<file path="src/rtl/biu_pkg.sv">
// Shared types and reset values for the bus cycle unit: bus states, access kinds
// and the idle levels of every bus control output.
package biu_pkg;

    typedef enum logic [2:0] {
        S_IDLE,
        S_T1,
        S_T2,
        S_T3,
        S_T4,
        S_HOLD
    } state_t;

    typedef enum logic [2:0] {
        MEM_RD,
        MEM_WR,
        IO_RD,
        IO_WR,
        INTA
    } kind_t;

    localparam logic RST_ALE    = 1'b0;
    localparam logic RST_RD_N   = 1'b1;
    localparam logic RST_WR_N   = 1'b1;
    localparam logic RST_DEN_N  = 1'b1;
    localparam logic RST_INTA_N = 1'b1;
    localparam logic RST_DT_R   = 1'b0;
    localparam logic RST_IOM    = 1'b0;

    function automatic kind_t kind_of(input logic we, input logic m_io);
        case ({m_io, we})
            2'b11:   return MEM_WR;
            2'b10:   return MEM_RD;
            2'b01:   return IO_WR;
            default: return IO_RD;
        endcase
    endfunction

    function automatic logic kind_is_wr(input kind_t k);
        return (k == MEM_WR) || (k == IO_WR);
    endfunction

    function automatic logic kind_is_rd(input kind_t k);
        return (k == MEM_RD) || (k == IO_RD);
    endfunction

    function automatic logic kind_is_mem(input kind_t k);
        return (k == MEM_RD) || (k == MEM_WR);
    endfunction

endpackage

</file>
<file path="src/rtl/bus_cycle_unit_if.sv">
// Core-side handshake and pin-level bus signals of the bus cycle unit.
// The master modport is the unit itself; slave is the core/pad environment.
interface bus_cycle_unit_if #(
    parameter int CORE_W = 16,
    parameter int BUS_W  = 8,
    parameter int ADDR_W = 20
);
    logic                    req;
    logic                    we;
    logic                    byte_op;
    logic                    m_io;
    logic [ADDR_W-1:0]       addr;
    logic [CORE_W-1:0]       wdata;
    logic [CORE_W-1:0]       rdata;
    logic                    ack;
    logic                    busy;
    logic                    inta_req;
    logic                    ready;
    logic                    hold;
    logic                    hlda;
    logic [ADDR_W-BUS_W-1:0] a_hi;
    logic [BUS_W-1:0]        ad_o;
    logic                    ad_oe;
    logic [BUS_W-1:0]        ad_i;
    logic                    ale;
    logic                    rd_n;
    logic                    wr_n;
    logic                    den_n;
    logic                    dt_r;
    logic                    inta_n;
    logic                    iom;

    modport master (
        input  req, we, byte_op, m_io, addr, wdata, inta_req, ready, hold, ad_i,
        output rdata, ack, busy, hlda, a_hi, ad_o, ad_oe,
               ale, rd_n, wr_n, den_n, dt_r, inta_n, iom
    );

    modport slave (
        output req, we, byte_op, m_io, addr, wdata, inta_req, ready, hold, ad_i,
        input  rdata, ack, busy, hlda, a_hi, ad_o, ad_oe,
               ale, rd_n, wr_n, den_n, dt_r, inta_n, iom
    );
endinterface

</file>
<file path="src/rtl/biu_lane_buf.sv">
// Beat counter plus write-lane select and read-lane assembly for splitting a
// CORE_W access into BUS_W beats.
module biu_lane_buf #(
    parameter int CORE_W = 16,
    parameter int BUS_W  = 8,
    parameter int CNT_W  = 1
) (
    input  logic              clk,
    input  logic              rst_n,
    input  logic              clr,
    input  logic              inc,
    input  logic              ld,
    input  logic [CORE_W-1:0] wdata,
    input  logic              cap,
    input  logic              zext,
    input  logic [BUS_W-1:0]  cap_data,
    output logic [CNT_W-1:0]  beat,
    output logic [BUS_W-1:0]  lane,
    output logic [CORE_W-1:0] rdata
);
    localparam int BEATS = CORE_W / BUS_W;

    logic [CNT_W-1:0]  beat_q;
    logic [CORE_W-1:0] wbuf_q;
    logic [CORE_W-1:0] rdata_q;

    always_ff @(posedge clk) begin
        if (!rst_n)   beat_q <= '0;
        else if (clr) beat_q <= '0;
        else if (inc) beat_q <= beat_q + 1'b1;
    end

    always_ff @(posedge clk) begin
        if (ld) wbuf_q <= wdata;
    end

    // Byte and vector captures replace the whole word so upper lanes read as zero.
    always_ff @(posedge clk) begin
        if (!rst_n) begin
            rdata_q <= '0;
        end else if (cap) begin
            if (zext) begin
                rdata_q <= CORE_W'(cap_data);
            end else begin
                for (int i = 0; i < BEATS; i++)
                    if (beat_q == CNT_W'(i)) rdata_q[i*BUS_W +: BUS_W] <= cap_data;
            end
        end
    end

    always_comb begin
        lane = '0;
        for (int i = 0; i < BEATS; i++)
            if (beat_q == CNT_W'(i)) lane = wbuf_q[i*BUS_W +: BUS_W];
    end

    assign beat  = beat_q;
    assign rdata = rdata_q;
endmodule

</file>
<file path="src/rtl/bus_cycle_unit.sv">
// T1-T4 multiplexed bus cycle engine with beat splitting, two-cycle interrupt
// acknowledge and HOLD/HLDA arbitration.
module bus_cycle_unit
    import biu_pkg::*;
#(
    parameter int CORE_W = 16,
    parameter int BUS_W  = 8,
    parameter int ADDR_W = 20
) (
    input logic              clk,
    input logic              rst_n,
    bus_cycle_unit_if.master bus
);
    localparam int BEATS = CORE_W / BUS_W;
    localparam int MAXB  = (BEATS > 2) ? BEATS : 2;
    localparam int CNT_W = $clog2(MAXB);
    localparam int STEP  = BUS_W / 8;

    state_t            state_q, state_d;
    kind_t             kind_q, kind_d;
    logic [CNT_W-1:0]  nbm1_q, nbm1_d;
    logic [ADDR_W-1:0] base_q;
    logic              byte_q;
    logic [CNT_W-1:0]  beat;
    logic [BUS_W-1:0]  lane;
    logic [BUS_W-1:0]  cap_data;
    logic [ADDR_W-1:0] beat_addr;
    logic              ld, inc, cap, last, dec, ack;
    logic              is_wr, is_rd, is_inta, is_mem;

    assign is_wr     = kind_is_wr(kind_q);
    assign is_rd     = kind_is_rd(kind_q);
    assign is_mem    = kind_is_mem(kind_q);
    assign is_inta   = (kind_q == INTA);
    assign last      = (beat == nbm1_q);
    assign beat_addr = base_q + ADDR_W'(beat) * ADDR_W'(STEP);
    assign cap_data  = is_inta ? BUS_W'(bus.ad_i[7:0]) : bus.ad_i;

    always_ff @(posedge clk) begin
        if (!rst_n) begin
            state_q <= S_IDLE;
            kind_q  <= MEM_RD;
            nbm1_q  <= '0;
            byte_q  <= 1'b0;
        end else begin
            state_q <= state_d;
            kind_q  <= kind_d;
            nbm1_q  <= nbm1_d;
            if (ld) byte_q <= bus.byte_op && !(kind_d == INTA);
        end
    end

    // Address is captured once per access; later beats derive from it.
    always_ff @(posedge clk) begin
        if (ld) base_q <= (kind_d == INTA) ? '0 : bus.addr;
    end

    always_comb begin
        state_d = state_q;
        kind_d  = kind_q;
        nbm1_d  = nbm1_q;
        ld      = 1'b0;
        inc     = 1'b0;
        cap     = 1'b0;
        ack     = 1'b0;
        dec     = 1'b0;
        case (state_q)
            S_IDLE: dec = 1'b1;
            S_T1:   state_d = S_T2;
            S_T2:   state_d = S_T3;
            S_T3: begin
                if (bus.ready) begin
                    state_d = S_T4;
                    cap     = is_rd || (is_inta && last);
                end
            end
            S_T4: begin
                if (!last) begin
                    inc     = 1'b1;
                    state_d = S_T1;
                end else begin
                    ack = 1'b1;
                    dec = 1'b1;
                end
            end
            S_HOLD:  if (!bus.hold) state_d = S_IDLE;
            default: state_d = S_IDLE;
        endcase
        // Arbitration only at access boundaries: hold beats inta beats ordinary requests.
        if (dec) begin
            if (bus.hold) begin
                state_d = S_HOLD;
            end else if (bus.inta_req) begin
                state_d = S_T1;
                kind_d  = INTA;
                nbm1_d  = CNT_W'(1);
                ld      = 1'b1;
            end else if (bus.req) begin
                state_d = S_T1;
                kind_d  = kind_of(bus.we, bus.m_io);
                nbm1_d  = bus.byte_op ? '0 : CNT_W'(BEATS - 1);
                ld      = 1'b1;
            end else begin
                state_d = S_IDLE;
            end
        end
    end

    biu_lane_buf #(
        .CORE_W(CORE_W),
        .BUS_W (BUS_W),
        .CNT_W (CNT_W)
    ) u_lane (
        .clk     (clk),
        .rst_n   (rst_n),
        .clr     (ld),
        .inc     (inc),
        .ld      (ld),
        .wdata   (bus.wdata),
        .cap     (cap),
        .zext    (is_inta || byte_q),
        .cap_data(cap_data),
        .beat    (beat),
        .lane    (lane),
        .rdata   (bus.rdata)
    );

    logic                    ale, rd_n, wr_n, den_n, dt_r, inta_n, iom, ad_oe, hlda;
    logic [BUS_W-1:0]        ad_o;
    logic [ADDR_W-BUS_W-1:0] a_hi;

    always_comb begin
        ale    = RST_ALE;
        rd_n   = RST_RD_N;
        wr_n   = RST_WR_N;
        den_n  = RST_DEN_N;
        inta_n = RST_INTA_N;
        dt_r   = RST_DT_R;
        iom    = RST_IOM;
        ad_oe  = 1'b0;
        ad_o   = '0;
        a_hi   = '0;
        hlda   = 1'b0;
        if (state_q inside {S_T1, S_T2, S_T3, S_T4}) begin
            a_hi = beat_addr[ADDR_W-1:BUS_W];
            dt_r = is_wr;
            iom  = is_mem;
        end
        case (state_q)
            S_T1: begin
                ale = 1'b1;
                if (!is_inta) begin
                    ad_oe = 1'b1;
                    ad_o  = beat_addr[BUS_W-1:0];
                end
            end
            S_T2, S_T3: begin
                den_n  = 1'b0;
                rd_n   = !is_rd;
                wr_n   = !is_wr;
                inta_n = !is_inta;
                if (is_wr) begin
                    ad_oe = 1'b1;
                    ad_o  = lane;
                end
            end
            S_HOLD:  hlda = 1'b1;
            default: ;
        endcase
    end

    assign bus.ale    = ale;
    assign bus.rd_n   = rd_n;
    assign bus.wr_n   = wr_n;
    assign bus.den_n  = den_n;
    assign bus.dt_r   = dt_r;
    assign bus.inta_n = inta_n;
    assign bus.iom    = iom;
    assign bus.ad_oe  = ad_oe;
    assign bus.ad_o   = ad_o;
    assign bus.a_hi   = a_hi;
    assign bus.hlda   = hlda;
    assign bus.ack    = ack;
    assign bus.busy   = (state_q != S_IDLE);
endmodule
</file>
<file path="src/flat_wrapper.sv">
// flat-port wrapper written by rule: the top's interface ports become plain ports
module bus_cycle_unit_flat import biu_pkg::*;
#(
    parameter int CORE_W = 16,
    parameter int BUS_W  = 8,
    parameter int ADDR_W = 20
)
  (clk, rst_n, bus_req, bus_we, bus_byte_op, bus_m_io, bus_addr, bus_wdata, bus_inta_req, bus_ready, bus_hold, bus_ad_i, bus_rdata, bus_ack, bus_busy, bus_hlda, bus_a_hi, bus_ad_o, bus_ad_oe, bus_ale, bus_rd_n, bus_wr_n, bus_den_n, bus_dt_r, bus_inta_n, bus_iom);
  bus_cycle_unit_if #(.CORE_W(CORE_W), .BUS_W(BUS_W), .ADDR_W(ADDR_W)) bus_i ();
  input logic clk;
  input logic rst_n;
  input wire logic [$bits(bus_i.req)-1:0] bus_req;
  input wire logic [$bits(bus_i.we)-1:0] bus_we;
  input wire logic [$bits(bus_i.byte_op)-1:0] bus_byte_op;
  input wire logic [$bits(bus_i.m_io)-1:0] bus_m_io;
  input wire logic [$bits(bus_i.addr)-1:0] bus_addr;
  input wire logic [$bits(bus_i.wdata)-1:0] bus_wdata;
  input wire logic [$bits(bus_i.inta_req)-1:0] bus_inta_req;
  input wire logic [$bits(bus_i.ready)-1:0] bus_ready;
  input wire logic [$bits(bus_i.hold)-1:0] bus_hold;
  input wire logic [$bits(bus_i.ad_i)-1:0] bus_ad_i;
  output wire logic [$bits(bus_i.rdata)-1:0] bus_rdata;
  output wire logic [$bits(bus_i.ack)-1:0] bus_ack;
  output wire logic [$bits(bus_i.busy)-1:0] bus_busy;
  output wire logic [$bits(bus_i.hlda)-1:0] bus_hlda;
  output wire logic [$bits(bus_i.a_hi)-1:0] bus_a_hi;
  output wire logic [$bits(bus_i.ad_o)-1:0] bus_ad_o;
  output wire logic [$bits(bus_i.ad_oe)-1:0] bus_ad_oe;
  output wire logic [$bits(bus_i.ale)-1:0] bus_ale;
  output wire logic [$bits(bus_i.rd_n)-1:0] bus_rd_n;
  output wire logic [$bits(bus_i.wr_n)-1:0] bus_wr_n;
  output wire logic [$bits(bus_i.den_n)-1:0] bus_den_n;
  output wire logic [$bits(bus_i.dt_r)-1:0] bus_dt_r;
  output wire logic [$bits(bus_i.inta_n)-1:0] bus_inta_n;
  output wire logic [$bits(bus_i.iom)-1:0] bus_iom;
  assign bus_i.req = bus_req;
  assign bus_i.we = bus_we;
  assign bus_i.byte_op = bus_byte_op;
  assign bus_i.m_io = bus_m_io;
  assign bus_i.addr = bus_addr;
  assign bus_i.wdata = bus_wdata;
  assign bus_i.inta_req = bus_inta_req;
  assign bus_i.ready = bus_ready;
  assign bus_i.hold = bus_hold;
  assign bus_i.ad_i = bus_ad_i;
  assign bus_rdata = bus_i.rdata;
  assign bus_ack = bus_i.ack;
  assign bus_busy = bus_i.busy;
  assign bus_hlda = bus_i.hlda;
  assign bus_a_hi = bus_i.a_hi;
  assign bus_ad_o = bus_i.ad_o;
  assign bus_ad_oe = bus_i.ad_oe;
  assign bus_ale = bus_i.ale;
  assign bus_rd_n = bus_i.rd_n;
  assign bus_wr_n = bus_i.wr_n;
  assign bus_den_n = bus_i.den_n;
  assign bus_dt_r = bus_i.dt_r;
  assign bus_inta_n = bus_i.inta_n;
  assign bus_iom = bus_i.iom;
  bus_cycle_unit #(.CORE_W(CORE_W), .BUS_W(BUS_W), .ADDR_W(ADDR_W)) u_core (.clk(clk), .rst_n(rst_n), .bus(bus_i));
endmodule
</file>
<file path="config.mk">
export PLATFORM = sky130hd
export DESIGN_NAME = bus_cycle_unit_flat
export DESIGN_NICKNAME = d
export VERILOG_FILES = /design/src/rtl/biu_pkg.sv /design/src/rtl/bus_cycle_unit_if.sv /design/src/rtl/biu_lane_buf.sv /design/src/rtl/bus_cycle_unit.sv /design/src/flat_wrapper.sv
export SDC_FILE = /design/constraint.sdc
export NUM_CORES = 1
export LEC_CHECK = 0
export CORE_ASPECT_RATIO = 1.75
export CORE_MARGIN = 1
export CORE_UTILIZATION = 45
export DETAILED_ROUTE_END_ITERATION = 16
export PLACE_DENSITY_LB_ADDON = 0.2
export SKIP_LAST_GASP = 1
export SLEW_MARGIN = 20
export SYNTH_ARGS = -nofsm -noshare
export SYNTH_HDL_FRONTEND = slang
export SYNTH_SLANG_ARGS = --single-unit
</file>
<file path="constraint.sdc">
create_clock -name clk -period 4.9 [get_ports clk]
set_clock_uncertainty 0.05 [all_clocks]
set_input_delay 0.735 -clock clk [delete_from_list [all_inputs] [get_ports clk]]
set_output_delay 0.735 -clock clk [all_outputs]
set_load 0.03 [all_outputs]
</file>
==> implementation parameters <==
Parameter                              Value

Outcome
  Status ... complete, no violations

Layout
  Layout filler cell count ... 521
  Layout-stage area growth over the synthesis result ... 41.52%
  Most frequent standard cell in the layout excluding fill and tap cells ... clkdlybuf4s50_1
  Non-filler instance count after layout ... 466
  Highest-count cells in the layout ignoring fill and taps ... 99 x clkdlybuf4s50_1, 36 x edfxtp_1, 35 x nand2_1, 25 x dfxtp_1, 20 x and2_1
  Final net count ... 437
  Post-layout util ... 66.84%
  Layout cell share with drive strength beyond 1 ... 6.995%
  Number of diodes added for antenna fixing ... 0

Floorplanning
  I/O Pins ... 100
  Die span in x ... 63.59 um
  Num rows ... 38
  Starting utilization of the core area ... 47.23%
  DIE AREA ... 0.006980 mm2
  Area of the core region ... 0.006324 mm2
  Die height ... 109.8 um

Global routing
  First-pass GRT wire length ... 11.68 mm
  Antenna violations before repair ... 0
  Remaining global-route overflow ... 0
  Largest net degree at the start of global routing ... 42
  Total Routing Usage GR ... 22.47%
  Via count of the first global-routing pass ... 2477

Synth
  Mapped cell area ... 0.002987 mm2
  Net count of the mapped netlist ... 338
  Sequential-to-total area share from yosys stat ... 52.95%
  Cell count after synthesis ... 282
  Post-synthesis cell type count ... 47
  Ys async rst share ... 0%
  Syn avg cell area ... 10.59 um2
  Number of enable flip-flop cells after synthesis ... 36
  Total number of yosys warnings ... 0
  Top flip-flop cell by instance count after synthesis ... edfxtp_1
  Synthesized flop and latch total ... 61

Routing
  Number of vias per cell after detailed routing ... 5.300
  Drt first pass iters ... 6
  Routed len/inst ... 15.58 um
  Detailed-route DRC error count ... 0
  Overall routed net length ... 7.261 mm
  First DRT Iteration DRCs ... 118
  ANT nets after route ... 0
  Number of vias in the routed layout ... 2470

Timing
  Count of final hold-check violations ... 0
  Share of the clock period used by the worst path ... 82.18%
  Total count of max-transition violations in the final report ... 0
  Worst-margin pin slew ... 0.9606 ns
  Post-route minimum period ... 4.027 ns
  Peak clock frequency supported by timing ... 248.3 MHz
  Aggregate negative setup slack ... 0 ns
  Final critical-path setup slack ... 0.8731 ns
  Setup violations, final ... 0
  Setup repair after global routing missed its margin ... no
  Max-slew headroom at the worst pin ... 35.96%

Clock tree
  Setup repair bufs after CTS ... 0
  Hold-fix buffer count after cts ... 0
  Clock buffer count from CTS ... 9
  Number of instances resized during post-cts repair ... 0
  Max clock buf depth ... 2
  Clock edge transition at the registers on the reported setup and hold paths ... 0.06 ns
  TritonCTS Sinks ... 61
  Clock insertion delay at the later pin of the skew report ... 0.34 ns
  Clk Tree Root Cell ... clkbuf_8
  Number of H-tree levels ... 3
  Clock tree from TritonCTS ... done

Placement
  Number of buffers inserted by port buffering ... 99
  Placed wire-length estimate ... 5.199 mm
  Placement Setup Slack ... 1.215 ns
  Placer's final routability congestion estimate ... 0.7975
  Number of placed instances with taps included ... 450

Power
  Worst voltage drop across the vdd grid ... 0.0003022 V
  Internal power ... 1.022 mW
  Sequential power share ... 43.3%
  Fraction of power spent switching nets ... 27.49%
  Proportion of power drawn by combinational gates ... 22.2%
  Power per standard cell area ... 333.6 mW/mm2
  Leakage power summed over all cells ... 1.491 nW
  Sw Pwr ... 0.3875 mW
  Clock Power Share ... 34.5%

Worst hold path
  Worst min-delay path startpoint ... u_core.u_lane.rdata[5]$_SDFFE_PN0P_
  Type of the tightest min-delay check ... flop to flop

Setup path
  Type of the worst setup path ... flop to primary output
  CP Max Fanout ... 14
  WP data arrival ... 3.24 ns
  Cell count of the worst reg-to-reg path ... 3
  Critical path required time ... 4.12 ns
  Type of element capturing the critical path ... primary output
  RR Startpoint ... u_core.u_lane.beat$_SDFFE_PP0P_
  Worst r2r dst ... u_core.base_q[4]$_SDFFCE_PN0P_
  Category of the worst setup path launch point ... flop
  CP endpoint ... bus_a_hi[6]
  Critical path launch point ... u_core.u_lane.beat$_SDFFE_PP0P_
  Register-to-Register Setup Slack ... 2.15 ns

Job
  Max-capacitance violation count ... 0
==> per-stage QoR <==
stage	cell area, um2	hold WS, ns	power [mW]
2_1_floorplan	2987	0.4226	0.8029
3_3_place_gp	4011	0.3923	0.9302
3_5_place_dp	4011	0.4060	0.9348
4_1_cts	4227	0.4158	1.420
5_1_grt	4227	0.4318	1.469
6_report	4227	0.4135	1.410
==> worst min-delay path by stage <==
stage / to / slack, ns / cells after the start
after detailed placement: u_core.u_lane.rdata[2]$_SDFFE_PN0P_ / 0.41 / 2
after global routing: u_core.u_lane.rdata[1]$_SDFFE_PN0P_ / 0.43 / 2
after global placement: u_core.u_lane.rdata[7]$_SDFFE_PN0P_ / 0.39 / 2
after CTS: u_core.u_lane.rdata[3]$_SDFFE_PN0P_ / 0.42 / 2
after floorplan: u_core.byte_q$_SDFFE_PN0P_ / 0.42 / 2
final: u_core.u_lane.rdata[5]$_SDFFE_PN0P_ / 0.41 / 2
==> cell type report <==
class,instances,area [um2],share of cell area (%)
Clock inverter,5,73.82,1.747
Inverter,13,48.80,1.155
Sequential cell,61,1582,37.42
Timing Repair Buffer,100,998.5,23.62
Clock buffer,11,141.4,3.345
Multi-Input combinational cell,196,1282,30.34
Tap cell,80,100.1,2.368
==> kinds of logic after synthesis <==
group	after synthesis	share of synthesized area, %
fa+ha+maj	3	1.257
compound gates	42	10.89
xor+xnor	14	4.106
mux	19	6.410
simple gates	118	20.23
flops	61	52.95
buf+inv	25	4.148
==> critical path, stage by stage (launching register included) <==
cell and delay (ns):
dfxtp_1 0.77, ha_1 0.29, ha_1 0.21, nand4_1 0.33, nor4_1 0.43, xnor2_1 0.10
nor2_1 0.10, clkdlybuf4s50_1 0.68
==> state kept, by name (all words and copies together) (netlist names) <==
register,flops
u_core.u_lane.beat,1
u_core.base_q,20
u_core.u_lane.rdata,16
u_core.state_q,3
u_core.u_lane.wbuf_q,16
u_core.nbm1_q,1
u_core.kind_q,3
u_core.byte_q,1
==> synthesized netlist by cell type, types with 2 or more instances <==
cell type | n | share of area (%)
nand2_1 | 35 | 4.4
xnor2_1 | 11 | 3.2
a22o_1 | 8 | 2.3
nand4_1 | 4 | 0.84
xor2_1 | 3 | 0.88
dfxtp_1 | 25 | 17
o32ai_1 | 2 | 0.59
nand3b_1 | 2 | 0.50
nand3_1 | 8 | 1.3
nor3b_1 | 3 | 0.75
and2_1 | 20 | 4.2
clkbuf_1 | 5 | 0.63
buf_6 | 3 | 1.1
ha_1 | 3 | 1.3
mux2i_1 | 18 | 6.0
nor2_1 | 18 | 2.3
o21ai_0 | 2 | 0.34
or3_1 | 4 | 0.84
nor3_1 | 11 | 1.8
a31o_2 | 2 | 0.59
o22ai_1 | 10 | 2.1
edfxtp_1 | 36 | 36
and4_1 | 2 | 0.59
inv_1 | 13 | 1.6
a21oi_1 | 5 | 0.84
and3b_1 | 2 | 0.59
nor4_1 | 5 | 1.0
buf_2 | 3 | 0.50
==> power groups by stage <==
stage	logic [mW]	registers [mW]	clock network (mW)
2_1_floorplan	0.190	0.613	0
3_3_place_gp	0.310	0.620	0
3_5_place_dp	0.313	0.621	0
4_1_cts	0.316	0.610	0.494
5_1_grt	0.337	0.615	0.517
6_report	0.313	0.611	0.486
==> layer usage <==
metal  routed length (um)  global-route usage [%]  vias up  part of all wire [%]
met2                 4055                   41.79       81                    56
met4                  111                   9.253        0                   1.5
met5                    0                       0        -                     0
met1                 2730                   22.96     1164                    38
li1                     -                       -     1216                     -
met3                  364                   6.743        9                   5.0
Note: power is estimated with default switching activity, not from simulation.
